File: src/rtl/gray_seq_ctrl.sv
// gray_seq_ctrl: divided up/down binary sequencer presented on a Gray-coded output,
// with oneshot (done pulse) or wrap (wrap pulse) modes. Defining GRAY_PAUSE_EN adds a pause input.
module gray_seq_ctrl #(
  parameter int WIDTH = 4,
  parameter int DIV   = 1
) (
  input  logic             clk,
  input  logic             rst_n,
  input  logic             start,
  input  logic             stop,
`ifdef GRAY_PAUSE_EN
  input  logic             pause,
`endif
  input  logic             dir,
  input  logic             oneshot,
  input  logic [WIDTH-1:0] limit,
  output logic [WIDTH-1:0] gray,
  output logic             busy,
  output logic             done,
  output logic             wrap
);

  localparam int              DW       = (DIV > 1) ? $clog2(DIV) : 1;
  localparam logic [DW-1:0]   DIV_LAST = DW'(DIV - 1);
  localparam logic [DW-1:0]   DIV_ONE  = DW'(1);
  localparam logic [WIDTH-1:0] BIN_ONE = WIDTH'(1);

  typedef enum logic [1:0] {
    S_IDLE  = 2'd0,
    S_RUN   = 2'd1,
    S_PAUSE = 2'd2,
    S_DONE  = 2'd3
  } state_e;

  state_e           state_q, state_d;
  logic [WIDTH-1:0] bin_q, bin_d;
  logic [WIDTH-1:0] limit_q, limit_d;
  logic [DW-1:0]    div_q, div_d;
  logic             dir_q, dir_d;
  logic             oneshot_q, oneshot_d;
  logic             wrap_q, wrap_d;

  logic             pause_w;
  logic             tick;
  logic [WIDTH-1:0] terminal;
  logic [WIDTH-1:0] reload;

`ifdef GRAY_PAUSE_EN
  assign pause_w = pause;
`else
  assign pause_w = 1'b0;
`endif

  // Terminal and reload values swap roles with the captured direction.
  assign terminal = dir_q ? '0 : limit_q;
  assign reload   = dir_q ? limit_q : '0;
  assign tick     = (div_q == DIV_LAST);

  // NOTE: sequential state uses non-blocking assignments so every register
  // samples pre-edge values, independent of statement order.
  always_ff @(posedge clk) begin
    if (!rst_n) begin
      state_q   <= S_IDLE;
      bin_q     <= '0;
      limit_q   <= '0;
      div_q     <= '0;
      dir_q     <= 1'b0;
      oneshot_q <= 1'b0;
      wrap_q    <= 1'b0;
    end else begin
      state_q   <= state_d;
      bin_q     <= bin_d;
      limit_q   <= limit_d;
      div_q     <= div_d;
      dir_q     <= dir_d;
      oneshot_q <= oneshot_d;
      wrap_q    <= wrap_d;
    end
  end

  // NOTE: every signal gets a default before the case so no path leaves it
  // unassigned, which would otherwise infer a latch.
  always_comb begin
    state_d   = state_q;
    bin_d     = bin_q;
    limit_d   = limit_q;
    div_d     = div_q;
    dir_d     = dir_q;
    oneshot_d = oneshot_q;
    wrap_d    = 1'b0;

    unique case (state_q)
      S_IDLE: begin
        if (start && !stop) begin
          state_d   = S_RUN;
          bin_d     = dir ? limit : '0;
          div_d     = '0;
          dir_d     = dir;
          oneshot_d = oneshot;
          limit_d   = limit;
        end
      end
      S_RUN: begin
        if (stop) begin
          state_d = S_IDLE;
        end else if (pause_w) begin
          state_d = S_PAUSE;
        end else begin
          div_d = tick ? '0 : div_q + DIV_ONE;
          if (tick) begin
            if (bin_q != terminal) begin
              bin_d = dir_q ? bin_q - BIN_ONE : bin_q + BIN_ONE;
            end else if (oneshot_q) begin
              state_d = S_DONE;
            end else begin
              bin_d  = reload;
              wrap_d = 1'b1;
            end
          end
        end
      end
      S_PAUSE: begin
        if (stop) begin
          state_d = S_IDLE;
        end else if (!pause_w) begin
          state_d = S_RUN;
        end
      end
      S_DONE: begin
        state_d = S_IDLE;
      end
      default: begin
        state_d = S_IDLE;
      end
    endcase
  end

  always_comb begin
    gray = bin_q ^ (bin_q >> 1);
    busy = (state_q == S_RUN) || (state_q == S_PAUSE);
    done = (state_q == S_DONE);
    wrap = wrap_q;
  end

endmodule

File: config.mk
export PLATFORM = sky130hd
export DESIGN_NAME = gray_seq_ctrl
export DESIGN_NICKNAME = d
export VERILOG_FILES = /design/src/rtl/gray_seq_ctrl.sv
export SDC_FILE = /design/constraint.sdc
export NUM_CORES = 1
export LEC_CHECK = 0
export BUFFER_PORTS_ARGS = -buffer_cell sky130_fd_sc_hd__buf_2
export CAP_MARGIN = 0
export CORE_MARGIN = 2
export CORE_UTILIZATION = 40
export DETAILED_ROUTE_END_ITERATION = 8
export SETUP_SLACK_MARGIN = 0.4
export SYNTH_ARGS = -nofsm -noshare
export SYNTH_HDL_FRONTEND = slang
export SYNTH_SLANG_ARGS = --single-unit
File: constraint.sdc
create_clock -name clk -period 2.1 [get_ports clk]
set_input_delay 0.42 -clock clk [delete_from_list [all_inputs] [get_ports clk]]
set_output_delay 0.42 -clock clk [all_outputs]
set_load 0.05 [all_outputs]
**Yosys cells after proc, flatten, opt, wreduce, memory -nomap -nowiden**

Cells that the tools add are included.

- Add/sub/neg operators: 3
- Eq/ne operators: 11
- Multiplexer cells: 22
- Bitwise operators: 3
- Reductions and logical operators: 10

Operators with widths:

| operator | count |
|---|---|
| 4-bit 2-to-1 mux | 9 |
| 3-bit != test (second input constant) | 4 |
| 2-bit 2-to-1 mux | 5 |
| 2-bit one-hot mux with 4 select lines | 1 |
| 4-bit one-hot mux with 2 select lines | 1 |
| 2-bit != test (second input constant) | 3 |
| 1-bit 2-to-1 mux | 5 |
| 5-bit AND reduction | 1 |
| 5-bit OR reduction | 1 |
| 4-bit by 1-bit adder with 4-bit output (second input constant) | 1 |
| 2-bit == test (second input constant) | 2 |
| 4-bit != test | 1 |
| 4-bit AND reduction | 1 |
| 4-bit by 1-bit subtractor with 4-bit output (second input constant) | 1 |
| 4-bit by 3-bit bitwise XOR with 4-bit output | 1 |
| 3-bit AND reduction | 1 |
| 2-bit by 1-bit == test with 1-bit output (second input constant) | 1 |
| 2-bit logical NOT | 1 |
| 1-bit inverter | 2 |
| 1-bit one-hot mux with 2 select lines | 1 |
| 2-bit AND reduction | 1 |
| 2-bit nonzero test | 1 |
| 1-bit adder (second input constant) | 1 |
| 1-bit logical AND | 1 |
| other kinds (2) | 2 |

- Bits in registers: 14
- Bits of input ports: 10
- Output and inout port bits: 7
- Logic and storage cells: 56

**Longest topological paths before layout**

Gate-level depths: netlist (run 1).

- Depth after elaboration: 6
- Gate-level depth with buffers: 8
- Mapped depth without buffers: 7

**Worst setup path before layout (run 1)**

Ideal clock, no wire load.

- Path kind: register to register
- From: register bin_q[2]
- To: register state_q[1]
- Library setup time: 0.074 ns
- Arrival time: 1.722 ns
- Required time: 2.026 ns
- Slack: 0.303 ns
- Cell stages (with the launch flop): 7
- Buffers on the path: 1
- Period minus slack after synthesis: 1.797 ns
- Cell sequence: dfxtp_1 clkbuf_1 nand4bb_1 o22ai_2 o221ai_2 or4b_1 a31oi_1

- Longest elaborated chain between the ends: 3

Ends and longest elaborated chain:

| what | RTL line | source |
|---|---|---|
| start: declaration | 36 | `logic [WIDTH-1:0] bin_q, bin_d;` |
| start signal: assignment | 72 | `bin_q <= bin_d;` |
| 4-bit != test | 111 | `if (bin_q != terminal) begin` |
| 3-bit != test (no source line) | n/a |  |
| 4-bit AND reduction (no source line) | n/a |  |
| end signal: assignment | 71 | `state_q <= state_d;` |
| end: declaration | 35 | `state_e state_q, state_d;` |

No other way between the ends.
A chain may end at the register's enable or synchronous reset.

**Worst setup path after layout (run 1)**

- From: register dir_q
- To: register state_q[1]

- Longest elaborated chain between the ends: 4

Ends and longest elaborated chain:

| what | RTL line | source |
|---|---|---|
| start: declaration | 39 | `logic dir_q, dir_d;` |
| start signal: assignment | 75 | `dir_q <= dir_d;` |
| 4-bit 2-to-1 mux | 55 | `assign terminal = dir_q ? '0 : limit_q;` |
| 4-bit != test | 111 |  |
| 3-bit != test (no source line) | n/a |  |
| 4-bit AND reduction (no source line) | n/a |  |

No other way between the ends.

==> results.cfg, run 1 <==
[final_layout]
layout-drive-gt1-share_pct = 38.1
nets = 166
antenna_cells = 0
utilization_pct = 55.1
synthToLayoutAreaGrowth_pct = 30.8

[sta]
min_period_over_period_pct = 82.4
finalSetupViolations = 0
finalSetupTns_ps = 0
relSlewSlack_pct = 72.8
min_period_ps = 1730
rsz0062_at_grt = true
hold_violations = 0
worst_slew_pin_slew_ps = 407
final_max_slew_viol_count = 0
fmax_mhz = 578
fin_worst_skew_ps = 6.76

[route]
wl_per_cell_um = 15.5
drtIter0Drc = 12
drt-total-wl_um = 2750
drcViolationCount = 0
via_count = 994
via_per_inst = 5.62
drtPass1Iterations = 4
ant_nets = 0

[yosys]
synth-async-reset-ratio_pct = 0
netlist.top_cell.by_area = dfxtp_1
synthTopCellsByCount = dfxtp_1, mux2i_1, nor2_1, inv_1
syn-num-nets = 139
yosysTopAreaCellShare_pct = 24.9
yosysSeqAreaShare_pct = 24.9
synth_cell_type_count = 36
synth_compound_area_share_pct = 21.3
synth.mux.area_fraction_pct = 10.6
synth-edff-count = 0
synth_xor_area_share_pct = 5.88
avgSynthCellArea_um2 = 8.62
syn_inst = 121
netlist_area_um2 = 1040
ys_ff_latch = 13
synth_ff_type = dfxtp_1
yosysMostFrequentCell = dfxtp_1
synth_area_leaders = dfxtp_1, mux2i_1, ha_1, xor2_1, o22ai_2
yosys.area_share.simple_pct = 20.4
synth_top_family_by_area = compound AO/OA/AOI/OAI gates
synthAdderAreaFrac_pct = 10.3
ys_warn_count = 0

[critical_path]
end_kind = flop
r2r-start = dir_q
cp_max_fo = 10
worstPathRequired_ps = 2320
cp-startpoint = dir_q
arrival_ps = 1950
startpoint_type = flop
path_class = reg -> reg

[grt]
track_usage_pct = 21.6
grt_overflow = 0
grt_pass1_wl_um = 4600
grt_pass1_vias = 980
grt_max_degree = 12
antenna_found_initial = 0

[floorplan]
dieArea_um2 = 3030
io_pins = 17
start_util_pct = 42.1
die_width_um = 55.1
rows = 18
die_h_um = 55.1
core-area_um2 = 2480

[placed_design]
gp_congestion = 0.825
portBuffers = 16
post-dp-hpwl_um = 1960

[power_and_ir_drop]
powerDensity_nw_per_um2 = 574
p_leak_nw = 0.618
peakVddDrop_v = 0.000445

[worst_hold_path]
min_path_type = in -> reg
worstHoldStart = oneshot

[clock_network]
tritoncts = done
clkSinkCount = 13
clockBufferDepth = 2
cts_root_buffer = clkbuf_4
clock_latency_ps = 290
hold_buffers = 0
cts-htree-levels = 1
cts_buffers = 3
path_clk_slew_ps = 90

[run]
cap_violations = 0

[run_status]
status = complete, no violations
[power by group]
group	internal, W	leakage (nW)	switching, W	total [W]
registers	0.000263	0.110	0.0000215	0.000284
logic	0.000143	0.490	0.000193	0.000336
clock network	0.0000709	0.0177	0.0000925	0.000163
[registers in the layout, summed over array words and instances (netlist names)]
name,cells
dir_q,1
state_q,2
bin_q,4
wrap,1
oneshot_q,1
limit_q,4
[worst paths after layout]
kind | slack, ps | end | cells past startpoint
setup / recovery | 370 | state_q[1] | 6
setup reg to reg | 370 | state_q[1] | 6
hold / removal | 370 | oneshot_q | 3
hold reg to reg | 530 | limit_q[1] | 2
[stage by stage]
step           total power, W  setup slack (ps)  instances  hold slack (ps)  cell area, µm²
2_1_floorplan        0.000495               309        121              456            1050
3_3_place_gp         0.000562               224        166              539            1180
3_5_place_dp         0.000567               196        166              539            1180
4_1_cts              0.000758               371        174              374            1290
5_1_grt              0.000839               278        177              375            1370
6_report             0.000784               369        177              374            1370
[worst max-delay path, cell delays in order, from the launching register on]
cell and delay (ps):
dfxtp_2 340, buf_6 150, nand3b_1 200, o22ai_4 190, o221ai_2 160, or4b_1 470
a31oi_1 140
[cell type report]
class                           instances  area (µm²)
Fill cell                             254        1110
Multi-Input combinational cell         92         788
Sequential cell                        13         275
Timing Repair Buffer                   30         206
Tap cell                               30        37.5
Inverter                                8        30.0
Clock buffer                            3        22.5
Clock inverter                          1        5.00
[kinds of logic (layout without fill, tap and decap cells)]
logic type,count (synthesis),after routing
and+or+nand+nor,38,38
AOI/OAI and AO/OA,28,28
buffers and inverters,16,42
DFF,13,13
muxes,11,11
adders and majority gates,8,8
xor gates and xnor gates,7,7
[what timing repair did]
item,4_1_cts,5_1_grt
cloned,0,0
resized for setup,14,19
endpoints found under the setup margin,9,10
setup buffers,4,3
pin swaps,6,2
[placed cells by master, fill, tap and decap left out, drive strengths merged, types with 4 or more instances in the layout]
master	Yosys	final
nand3	4	4
nand2	7	7
inv	8	8
buf	4	30
o31ai	5	5
dfxtp	13	13
nor2	9	9
xor2	5	5
o21ai	5	5
mux2i	11	11
a21oi	4	4
ha	7	7
[routing by layer]
metal / vias to the layer above / wire (µm) / global-route usage, %
met1: 480 / 1210 / 26.9
li1: 485 / - / -
met2: 25 / 1410 / 36.5
met4: 0 / 50 / 11.0
met3: 4 / 88 / 2.42
met5: - / 0 / 0
(Power assumes the default switching activity.)
==> inputs of run 2 (changes only) <==
clock period = 1.6 ns   (was 2.1 ns; I/O delays follow)
==> results.cfg, run 2 (synthesis gave the netlist of run 1 again) <==
[route]
drtPass1Iterations = 4
via_per_inst = 5.32
drt-total-wl_um = 2780
via_count = 1027
drcViolationCount = 0
wl_per_cell_um = 14.4
drtIter0Drc = 29
ant_nets = 0

[clock_network]
path_clk_slew_ps = 90
clock_latency_ps = 280
clockBufferDepth = 2
tritoncts = done
cts_root_buffer = clkbuf_4
cts-htree-levels = 1
hold_buffers = 0
cts_buffers = 3
clkSinkCount = 13

[grt]
track_usage_pct = 20.3
antenna_found_initial = 0
grt_overflow = 0
grt_max_degree = 10
grt_pass1_vias = 916
grt_pass1_wl_um = 4240

[power_and_ir_drop]
internal_power_w = 0.000697
p_comb_share_pct = 48.7
p_leak_nw = 0.716
power_switching_w = 0.000428
pwr-share-clk_pct = 18.6
powerDensity_nw_per_um2 = 706
switching_share_pct = 38.1
pwr-share-seq_pct = 32.7
peakVddDrop_v = 0.000780

[sta]
worst_slack_ps = -39.2
min_period_ps = 1640
rsz0062_at_grt = true
worst_slew_pin_slew_ps = 350
fin_worst_skew_ps = 3.92
final_max_slew_viol_count = 0
fmax_mhz = 610
min_period_over_period_pct = 102
relSlewSlack_pct = 76.5
hold_violations = 0
finalSetupViolations = 3
holdWs_ps = 274

[final_layout]
final_cell_mix = buf_4, mux2i_1, nor2_1, buf_2
antenna_cells = 0
synthToLayoutAreaGrowth_pct = 52.6
nets = 182
fill_cells = 227
layout-drive-gt1-share_pct = 49.7
final_common_cell = buf_4
instances_no_fill = 193
seqCellArea_um2 = 272
utilization_pct = 64.3
reg_top3 = bin_q: 4 flops, limit_q: 4 flops, state_q: 2 flops
multi_input_area_um2 = 855

[floorplan]
io_pins = 17
start_util_pct = 42.1
die_width_um = 55.1
die_h_um = 55.1
rows = 18
core-area_um2 = 2480
dieArea_um2 = 3030

[placed_design]
portBuffers = 16
post-dp-hpwl_um = 2070
gp_congestion = 0.860
place_inst = 184

[critical_path]
path_class = reg -> out
arrival_ps = 1320
cp_max_fo = 5
startpoint_type = flop
end_kind = output pin
worstPathRequired_ps = 1280

[run_status]
violations = setup timing
status = finished with violations

[worst_hold_path]
min_path_type = in -> reg

[run]
cap_violations = 0
-- run 2: changes by cell type in the layout (fill, tap and decap cells not counted), moves of 3 or more --
| cell | previous run | this run |
|---|---|---|
| buf_2 | 12 | 9 |
| buf_6 | 3 | 7 |
| ha_1 | 6 | 3 |
| buf_4 | 15 | 27 |
-- run 2: through the flow --
stage | instance area, µm² | power (W) | worst slack [ps] | setup TNS, ps
2_1_floorplan | 1120 | 0.000690 | -109 | -109
3_3_place_gp | 1370 | 0.000811 | -43.9 | -135
3_5_place_dp | 1370 | 0.000818 | -83.0 | -328
4_1_cts | 1530 | 0.00110 | -63.8 | -114
5_1_grt | 1590 | 0.00119 | -138 | -813
6_report | 1590 | 0.00112 | -39.2 | -71.9
-- run 2: area by class of cell --
cell class	instances	area share, %
Clock inverter	1	0.314
Tap cell	30	2.36
Sequential cell	13	17.0
Clock buffer	3	1.41
Inverter	8	2.04
Multi-Input combinational cell	92	53.7
Timing Repair Buffer	46	23.2
-- run 2: path summary, 6_finish.rpt --
kind / startpoint / endpoint / slack, ps / depth (start not counted)
max reg2reg: limit_q[1] / state_q[1] / -30 / 5
max: bin_q[2] / gray[1] / -40 / 3
min: oneshot / oneshot_q / 270 / 3
min reg2reg: oneshot_q / wrap / 550 / 1
-- run 2: metal layers --
| layer | up-vias | global-route usage (%) | wire length (µm) |
|---|---|---|---|
| met4 | 0 | 7.32 | 34 |
| met2 | 26 | 32.5 | 1350 |
| met1 | 480 | 26.2 | 1300 |
| met3 | 4 | 5.11 | 103 |
| met5 | - | 0 | 0 |
| li1 | 517 | - | - |
-- run 2: worst max-delay path, cell delays in order (launching register included) --
cell and delay (ps):
dfxtp_2 440, buf_4 190, xor2_1 180, buf_4 220
-- run 2: repair_timing --
| item | 4_1_cts | 5_1_grt |
|---|---|---|
| buffers inserted | 3 | 2 |
| pin swaps | 9 | 5 |
| gates resized for setup | 33 | 9 |
| setup endpoints to repair | 19 | 20 |
-- run 2: power groups by stage --
stage	registers, W	logic (W)	clock network (W)
after floorplan	0.000369	0.000321	0
after global placement	0.000369	0.000442	0
after detailed placement	0.000370	0.000448	0
after CTS	0.000367	0.000516	0.000217
after global routing	0.000371	0.000588	0.000234
final	0.000367	0.000548	0.000209
==> inputs of run 3 (changes only) <==
CAP_MARGIN = 20   (was 0)
HOLD_SLACK_MARGIN = 0.05   (was not set)
REMOVE_ABC_BUFFERS = 1   (was not set)
==> results.cfg, run 3 (synthesis gave the netlist of run 1 again) <==
[clock_network]
clock_latency_ps = 280
cts-htree-levels = 1
hold_buffers = 0
clockBufferDepth = 2
path_clk_slew_ps = 80
cts_root_buffer = clkbuf_4
clkSinkCount = 13
tritoncts = done
cts_buffers = 3

[floorplan]
dieArea_um2 = 3030
rows = 18
die_width_um = 55.1
start_util_pct = 42.1
die_h_um = 55.1
io_pins = 17
core-area_um2 = 2480

[sta]
fin_worst_skew_ps = 0.794
final_max_slew_viol_count = 0
hold_violations = 0
min_period_ps = 1700
worst_slew_pin_slew_ps = 335
finalSetupViolations = 7
min_period_over_period_pct = 106
worst_slack_ps = -101
finalSetupTns_ps = -302
fmax_mhz = 588
relSlewSlack_pct = 77.6
rsz0062_at_grt = true

[run]
cap_violations = 0

[critical_path]
cp_max_fo = 3
startpoint_type = flop
r2r_cells = 6
path_class = reg -> reg
cp_cell_sequence = buf_6 > nand4bb_1 > o22ai_2 > o221ai_2 > or4b_1 > a31oi_1
critPathSlowestCell = or4b_1
arrival_ps = 1920
end_kind = flop
r2r_end = state_q[1]
r2r-start = limit_q[1]
critical_path.max_stage_delay_ps = 480
r2r_slack_ps = -100
worstPathRequired_ps = 1810

[power_and_ir_drop]
power.total_w = 0.00114
p_leak_nw = 0.770
peakVddDrop_v = 0.000524
powerDensity_nw_per_um2 = 695

[route]
ant_nets = 0
drcViolationCount = 0
via_count = 1080
wl_per_cell_um = 15.1
drtIter0Drc = 15
drtPass1Iterations = 4
drt-total-wl_um = 3040
via_per_inst = 5.37

[placed_design]
portBuffers = 16
gp_congestion = 0.875
place_inst = 184
post-dp-hpwl_um = 2130
dp_slack_ps = -145

[worst_hold_path]
worstHoldStart = oneshot
min_to = oneshot_q
whs_path_depth = 3
min_path_type = in -> reg

[final_layout]
seqCellArea_um2 = 278
synthToLayoutAreaGrowth_pct = 57.0
final_common_cell = buf_4
reg_top3 = bin_q: 4 flops, limit_q: 4 flops, state_q: 2 flops
nets = 190
final_cell_mix = buf_4, buf_6, mux2i_1, buf_2, nor2_1
layout-drive-gt1-share_pct = 55.0
multi_input_area_um2 = 827
antenna_cells = 0
instances_no_fill = 201
fill_cells = 212

[grt]
grt_pass1_vias = 1132
track_usage_pct = 24.1
grt_max_degree = 10
grt_overflow = 0
antenna_found_initial = 0
grt_pass1_wl_um = 5100

[run_status]
status = finished with violations
violations = setup timing
run 3: changes by cell type in the layout (fill, tap and decap cells not counted), moves of 2 or more:
cell,change
inv_1,-3
a211oi_4,-2
buf_6,+6
xor2_2,-2
buf_4,+3
o21ai_0,-2
xor2_1,+2
a211oi_2,+2
o21ai_1,+2
dfxtp_1,-3
dfxtp_2,+2
inv_2,+3
run 3: how the worst max path moves through the flow:
stage / from / to / slack (ps)
finish: limit_q[1] / state_q[1] / -100
global route: limit_q[3] / state_q[1] / -210
CTS: limit_q[1] / state_q[1] / -80
detailed placement: limit_q[1] / state_q[1] / -140
global placement: bin_q[0] / state_q[1] / -70
floorplan: bin_q[3] / state_q[1] / -370
run 3: worst max-delay path: cells and delay by family, from the launching register on:
kind	cells	cell delay (ps)
AO/OA/AOI/OAI	3	540
buffers and inverters	1	110
flip-flops	1	330
AND/OR/NAND/NOR	2	650
run 3: final cells by class:
class / instances / share of cell area, %
multi-input combinational: 92 / 50.5
inverter: 8 / 1.99
tap: 30 / 2.29
timing repair buffer: 54 / 26.7
clock buffer: 4 / 1.60
sequential: 13 / 17.0
run 3: where the power goes:
part / internal, W / switching, W / leakage [nW]
clock: 0.0000970 / 0.000120 / 0.0150
combinational: 0.000264 / 0.000287 / 0.644
sequential: 0.000347 / 0.0000237 / 0.111
run 3: what timing repair did:
action | 4_1_cts | 5_1_grt
endpoints found under the hold margin | 0 | 0
buffers inserted | 11 | 2
endpoints found under the setup margin | 19 | 17
gates resized for setup | 56 | 6
pin swaps | 20 | 5
run 3: metal layers:
metal  wire length, µm  track usage (%)
met1              1320             26.8
met2              1560             45.4
met3                96             2.15
met4                59             11.4
met5                 0                0
run 3: stage by stage:
step | hold slack [ps] | util (%) | cell area (µm²)
after floorplan | 449 | - | 1000
after global placement | 504 | 52.9 | 1310
after detailed placement | 510 | 52.9 | 1310
after CTS | 266 | 64.6 | 1600
after global routing | 301 | 66.1 | 1640
final | 266 | 66.1 | 1640
